`config.mk`:
```
export PLATFORM = sky130hd
export DESIGN_NAME = bit_population_generator
export DESIGN_NICKNAME = d
export VERILOG_FILES = /design/src/rtl/bit_pop_gen_pkg.sv /design/src/rtl/bit_serializer_lsb.sv /design/src/rtl/bit_population_generator.sv
export SDC_FILE = /design/constraint.sdc
export NUM_CORES = 1
export LEC_CHECK = 0
export CAP_MARGIN = 20
export CORE_MARGIN = 2
export CORE_UTILIZATION = 40
export CTS_BUF_LIST = sky130_fd_sc_hd__clkbuf_8 sky130_fd_sc_hd__clkbuf_16
export CTS_CLUSTER_SIZE = 30
export DETAILED_ROUTE_END_ITERATION = 8
export DONT_BUFFER_PORTS = 1
export PLACE_DENSITY = 0.53
export SLEW_MARGIN = 20
export SYNTH_ARGS = -nofsm -noshare
export SYNTH_HDL_FRONTEND = slang
export SYNTH_SLANG_ARGS = --single-unit
```
`constraint.sdc`:
```
create_clock -name clk -period 2.9 [get_ports clk]
set_input_delay 0.435 -clock clk [delete_from_list [all_inputs] [get_ports clk]]
set_output_delay 0.435 -clock clk [all_outputs]
set_load 0.02 [all_outputs]
```
`src/rtl/bit_pop_gen_pkg.sv`:
```
// Shared types and helpers for the bit population generator: FSM state
// encoding and the thermometer-mask builder.
package bit_pop_gen_pkg;

    typedef enum logic {
        IDLE = 1'b0,
        SEND = 1'b1
    } state_e;

    // Widest frame the mask builder supports; callers truncate to their WIDTH.
    localparam int unsigned THERM_MAX_W = 256;

    // Mask with bits [n-1:0] set. A shift of n >= THERM_MAX_W yields all ones.
    function automatic logic [THERM_MAX_W-1:0] thermometer(input int unsigned n);
        return ~({THERM_MAX_W{1'b1}} << n);
    endfunction

endpackage

```
`src/rtl/bit_serializer_lsb.sv`:
```
// Loads a WIDTH-bit word and shifts it out LSB first, one bit per cycle,
// with valid, last and busy qualifiers.
module bit_serializer_lsb
    import bit_pop_gen_pkg::*;
#(
    parameter int WIDTH = 16
) (
    input  logic             clk,
    input  logic             arst_n_i,
    input  logic             load_i,
    input  logic [WIDTH-1:0] word_i,
    output logic             data_o,
    output logic             val_o,
    output logic             last_o,
    output logic             busy_o
);

    localparam int IDX_W = $clog2(WIDTH);
    localparam logic [IDX_W-1:0] LAST_IDX = IDX_W'(WIDTH - 1);

    state_e           state_q, state_d;
    logic [IDX_W-1:0] idx_q, idx_d;
    logic [WIDTH-1:0] shreg_q, shreg_d;
    logic             sending;

    // NOTE: sequential state uses non-blocking (<=) so every flop samples pre-edge values.
    always_ff @(posedge clk or negedge arst_n_i) begin
        if (!arst_n_i) begin
            state_q <= IDLE;
            idx_q   <= '0;
            shreg_q <= '0;
        end else begin
            state_q <= state_d;
            idx_q   <= idx_d;
            shreg_q <= shreg_d;
        end
    end

    // NOTE: every always_comb output gets a default first, so no path infers a latch.
    always_comb begin
        state_d = state_q;
        idx_d   = idx_q;
        shreg_d = shreg_q;
        case (state_q)
            IDLE: begin
                if (load_i) begin
                    shreg_d = word_i;
                    idx_d   = '0;
                    state_d = SEND;
                end
            end
            SEND: begin
                if (idx_q == LAST_IDX) begin
                    state_d = IDLE;
                    idx_d   = '0;
                    shreg_d = '0;
                end else begin
                    idx_d   = idx_q + IDX_W'(1);
                    shreg_d = shreg_q >> 1;
                end
            end
            default: state_d = IDLE;
        endcase
    end

    // Qualifiers come straight from flops; data and last are forced low when idle.
    assign sending = (state_q == SEND);
    assign val_o   = sending;
    assign busy_o  = sending;
    assign data_o  = sending & shreg_q[0];
    assign last_o  = sending & (idx_q == LAST_IDX);

endmodule

```
`src/rtl/bit_population_generator.sv`:
```
// Turns a population count N into a WIDTH-bit thermometer frame with exactly
// min(N, WIDTH) ones, emitted as a registered word and serially LSB first.
module bit_population_generator
    import bit_pop_gen_pkg::*;
#(
    parameter  int WIDTH = 16,
    localparam int CNT_W = $clog2(WIDTH) + 1
) (
    input  logic             clk,
    input  logic             arst_n_i,
    input  logic [CNT_W-1:0] data_i,
    input  logic             data_val_i,
    output logic [WIDTH-1:0] word_o,
    output logic             word_val_o,
    output logic             ser_data_o,
    output logic             ser_data_val_o,
    output logic             ser_last_o,
    output logic             busy_o
);

    logic             busy;
    logic             accept;
    logic [CNT_W-1:0] n_eff;
    logic [WIDTH-1:0] therm;
    logic [WIDTH-1:0] word_q, word_d;
    logic             word_val_q, word_val_d;

    // Requests arriving mid-frame are dropped, never queued.
    assign accept = data_val_i & ~busy;

    always_comb begin
        n_eff = (data_i > CNT_W'(WIDTH)) ? CNT_W'(WIDTH) : data_i;
        therm = WIDTH'(thermometer(32'(n_eff)));
    end

    always_comb begin
        word_d     = accept ? therm : word_q;
        word_val_d = accept;
    end

    always_ff @(posedge clk or negedge arst_n_i) begin
        if (!arst_n_i) begin
            word_q     <= '0;
            word_val_q <= 1'b0;
        end else begin
            word_q     <= word_d;
            word_val_q <= word_val_d;
        end
    end

    bit_serializer_lsb #(
        .WIDTH (WIDTH)
    ) u_serializer (
        .clk      (clk),
        .arst_n_i (arst_n_i),
        .load_i   (accept),
        .word_i   (therm),
        .data_o   (ser_data_o),
        .val_o    (ser_data_val_o),
        .last_o   (ser_last_o),
        .busy_o   (busy)
    );

    assign word_o     = word_q;
    assign word_val_o = word_val_q;
    assign busy_o     = busy;

endmodule

```
Yosys cells after proc, flatten, opt, wreduce, memory -nomap -nowiden
Index checks and enable logic that the tools add are counted.
- equal/unequal tests: 2
- order comparisons: 1
- bitwise gates (word level): 5
- shift operators: 1
- multiplexer cells: 10
- $add $sub $neg: 1
- operator list (operator ; count):
    left shift 256 x 5 -> 16 bit, first input constant ; 1
    one-hot mux 16 bit (2 select lines) ; 1
    two-way mux 16 bit ; 1
    NOT 16 bit ; 1
    two-way mux 15 bit ; 1
    two-way mux 4 bit ; 2
    one-hot mux 4 bit (2 select lines) ; 1
    greater-than comparator 5 bit, second input constant ; 1
    two-way mux 5 bit ; 1
    adder 4 x 1 -> 4 bit, second input constant ; 1
    == test 4 bit, second input constant ; 1
    bitwise AND 1 bit ; 3
    two-way mux 1 bit ; 2
    inequality test 2 bit, second input constant ; 1
    one-hot mux 1 bit (2 select lines) ; 1
    NOT 1 bit ; 1
- input port bits: 8
- output and inout bits: 21
- register bits: 38
- word-level logic and storage cells: 25

Longest topological paths before layout
- word-level depth: 6
- gate-level depth with buffers: 6
- gate-level depth less buffers: 4

Hierarchy
Synthesis repeated with hierarchy kept, for this count alone.
- cells, all modules: 151
- area total of the unflattened synthesis: 1848.0 um^2
- modules (own cells, without submodules) (module ; area an instance (um^2) ; cells each ; times used ; sequential area each (um^2)):
    bit_serializer_lsb ; 1004.7 ; 79 ; 1 ; 525.5
    bit_population_generator ; 843.3 ; 72 ; 1 ; 425.4

Worst setup path before layout
OpenSTA, ideal clock, no wires.
- path type: flip-flop to output port
- start: register u_serializer.state_q (netlist: u_serializer.busy_o)
- end: output port ser_data_o
- buffers on the path: 2
- stages on the path, launching flop included: 4
- slack: 1.278 ns
- data arrival time: 1.187 ns
- cell sequence: dfrtp_1 -> clkbuf_8 -> clkbuf_1 -> and2_1
- word-level cells in the longest chain between the ends: 1
- RTL lines (item ; RTL line ; text):
    start, declared ; bit_serializer_lsb.sv:21 ; state_e state_q, state_d;
    start signal, assigned ; bit_serializer_lsb.sv:33 ; state_q <= state_d;
    bitwise AND 1 bit ; bit_serializer_lsb.sv:70 ; assign data_o = sending & shreg_q[0];
    end, declared ; bit_population_generator.sv:15 ; output logic ser_data_o,
Every way passes these cells.

Worst setup path after layout
- start: register u_serializer.state_q (netlist: u_serializer.busy_o)
- end: output port ser_last_o
- word-level cells in the longest chain between the ends: 1
- RTL lines (item ; RTL line ; text):
    bitwise AND 1 bit ; bit_serializer_lsb.sv:71 ; assign last_o = sending & (idx_q == LAST_IDX);
    end, declared ; bit_population_generator.sv:17 ; output logic ser_last_o,
Every way passes these cells.

==> results.toml <==
[run_status]
status = "finished clean"

[layout]
area_delta_synth_final_pct = 5.12
drive_gt1_frac = 0.132
diodes = 0
fin_nets = 169

[placement]
place_hpwl_mm = 2.45
io_buffers = 0
dp_worst_setup_slack_ps = 1180
gp_congestion = 0.742

[clock_network]
cts_hold_buf = 2
postCtsSetupBuffers = 0
clk_pin_slew_worst_paths_ps = 70
cts_buffer_depth = 2
cts_buffers = 5
cts_tree = "yes"
cts.sinks = 38
clockRootBuffer = "clkbuf_8"
h-tree-depth = 2
clkLatencyLatePin_ps = 290
cts_resized = 0

[floorplan]
num_io_pins = 29
dieArea_mm2 = 0.00488
initial_core_util = 0.425
coreArea_mm2 = 0.00409
die_height_um = 69.9
die-width_um = 69.9
rows = 23

[critical_path]
cp_max_fo = 20
crit_start = "u_serializer.busy_o"
r2r-start = "u_serializer.busy_o"
end_kind = "output pin"
crit_path_start_kind = "flip-flop"
cp_slowest_cell = "nor2_1"
critical_path_class = "flip-flop to output pin"
crit_chain = "buf_4 > inv_1 > nor2_1"
slowest_delay_ps = 380
crit_arrival_ps = 1550
crit_required_ps = 2470

[yosys]
seq_area_frac_synth = 0.548
syn_avg_cell_area_um2 = 10.6
ys_ff_latch = 38
ys_warn_count = 0
synthSimpleGateAreaFrac = 0.156
postSynthCellCount = 164
synth_nets = 173
synthXorXnorAreaFrac = 0.00505
synth_top_cell_area_share = 0.548
synth_area_mm2 = 0.00174
async_flop_share = 1.00
synthAdderAreaFrac = 0.00721
synthMuxAreaShare = 0
synth_flop_cell = "dfrtp_1"
synth_cell_types = 46
yosysTopAreaCell = "dfrtp_1"
synth_common_cells = "dfrtp_1 (38), nand2_1 (15), nor2_1 (15)"
synth-edff-count = 0
synth_top_family_by_area = "compound AO/OA/AOI/OAI gates"
synth-compound-area-share = 0.221
synth_area_leaders = "dfrtp_1 (55%), a221o_2 (3.2%), nand2_1 (3.2%)"
synth.most_common_cell = "dfrtp_1"

[sta]
min_period_ps = 1980
whs_ps = 259
rsz0062_at_grt = "no"
tightestPinTransition_ps = 674
relSlewSlack = 0.550
fin_worst_skew_ps = 4.93
fin_crit_sh = 0.684
final_hold_viol_count = 0
tns_ps = 0
slew_viol_final = 0
max_freq_ghz = 0.504
finalSetupViolCount = 0
setup_ws_ps = 916

[pwr]
leakage_nw = 0.819
cellPowerDensity_mw_per_mm2 = 1020
ir_worst_vdd_v = 0.000270

[route]
routed_wl_mm = 3.64
dr.pass1.iters = 4
drcViolationCount = 0
avgRoutedWirePerCell_um = 17.4
via_per_inst = 5.86
drtIter0Drc = 99
ant_nets = 0
vias = 1225

[global_routing]
grt_pass1_vias = 1229
antenna_found_initial = 0
grt_pass1_wl_mm = 6.32
gr-total-overflow = 0
grt_max_degree = 39
grt_usage = 0.166

[min_path]
min_path_type = "input port to flip-flop"
min_from = "data_val_i"

[run]
cap_violations = 0
==> through the flow <==
stage / total power, mW / util / area (µm²) / cells
2_1_floorplan: 1.44 / - / 1740 / 164
3_3_place_gp: 1.48 / 0.419 / 1710 / 201
3_5_place_dp: 1.50 / 0.419 / 1710 / 201
4_1_cts: 1.88 / 0.446 / 1820 / 209
5_1_grt: 1.99 / 0.446 / 1820 / 209
6_report: 1.86 / 0.446 / 1820 / 209
==> path summary, 6_finish.rpt <==
kind | end | slack (ps) | cells after the start
max in group asynchronous | word_o[10] | 2080 | 2
min | u_serializer.idx_q[2] | 260 | 1
max reg2reg | u_serializer.busy_o | 1180 | 3
max | ser_last_o | 920 | 3
min in group asynchronous | word_o[5] | 630 | 2
min reg2reg | u_serializer.shreg_q[9] | 480 | 1
==> final cells by class <==
type / instances / area, µm²
repair buffers: 3 / 37.5
inverters: 4 / 15.0
multi-input cells: 108 / 676
clock buffers: 6 / 82.6
fillers: 401 / 2260
flip-flops and latches: 38 / 951
well taps: 50 / 62.6
==> worst max-delay path, delay by kind of cell (launching register included) <==
kind                   cells  cell delay [ps]
buffers and inverters      2              540
and+or+nand+nor            1              380
DFF                        1              340
==> sequential cells by signal, indices dropped and copies added (netlist names) <==
register              count
word_o                   16
u_serializer.busy_o       1
u_serializer.idx_q        4
u_serializer.shreg_q     16
word_val_o                1
==> placed cells by master (no fill, tap or decap), types with 2 or more instances in the layout <==
master	count
a21o_1	6
a21o_2	3
a21oi_1	7
a221o_2	5
a311oi_1	3
a31oi_1	6
clkbuf_8	6
dfrtp_1	38
inv_1	4
nand2_1	15
nand2b_1	3
nand3_1	3
nor2_1	15
nor3_1	5
o21ai_0	8
o22ai_1	2
o2bb2ai_1	4
==> power by group <==
group          internal (mW)  switching, mW
clock network          0.183          0.176
logic                  0.233          0.235
registers              0.753          0.280
total                   1.17          0.691
==> cells by family (layout without fill, tap and decap cells) <==
| family | Yosys count | after routing |
|---|---|---|
| AO/OA/AOI/OAI | 52 | 52 |
| adder cells (fa/ha/maj) | 1 | 1 |
| XOR/XNOR | 1 | 1 |
| AND/OR/NAND/NOR | 54 | 54 |
| buffers and inverters | 18 | 13 |
| flip-flops | 38 | 38 |
==> routing by layer <==
metal  up-vias  GRT usage  wire length, µm
met5         -          0                0
met3         2     0.0678              222
met4         0     0.0513               17
met2        30      0.256             1660
met1       612      0.213             1740
li1        581          -                -
Power figures use the tool's default switching activity.
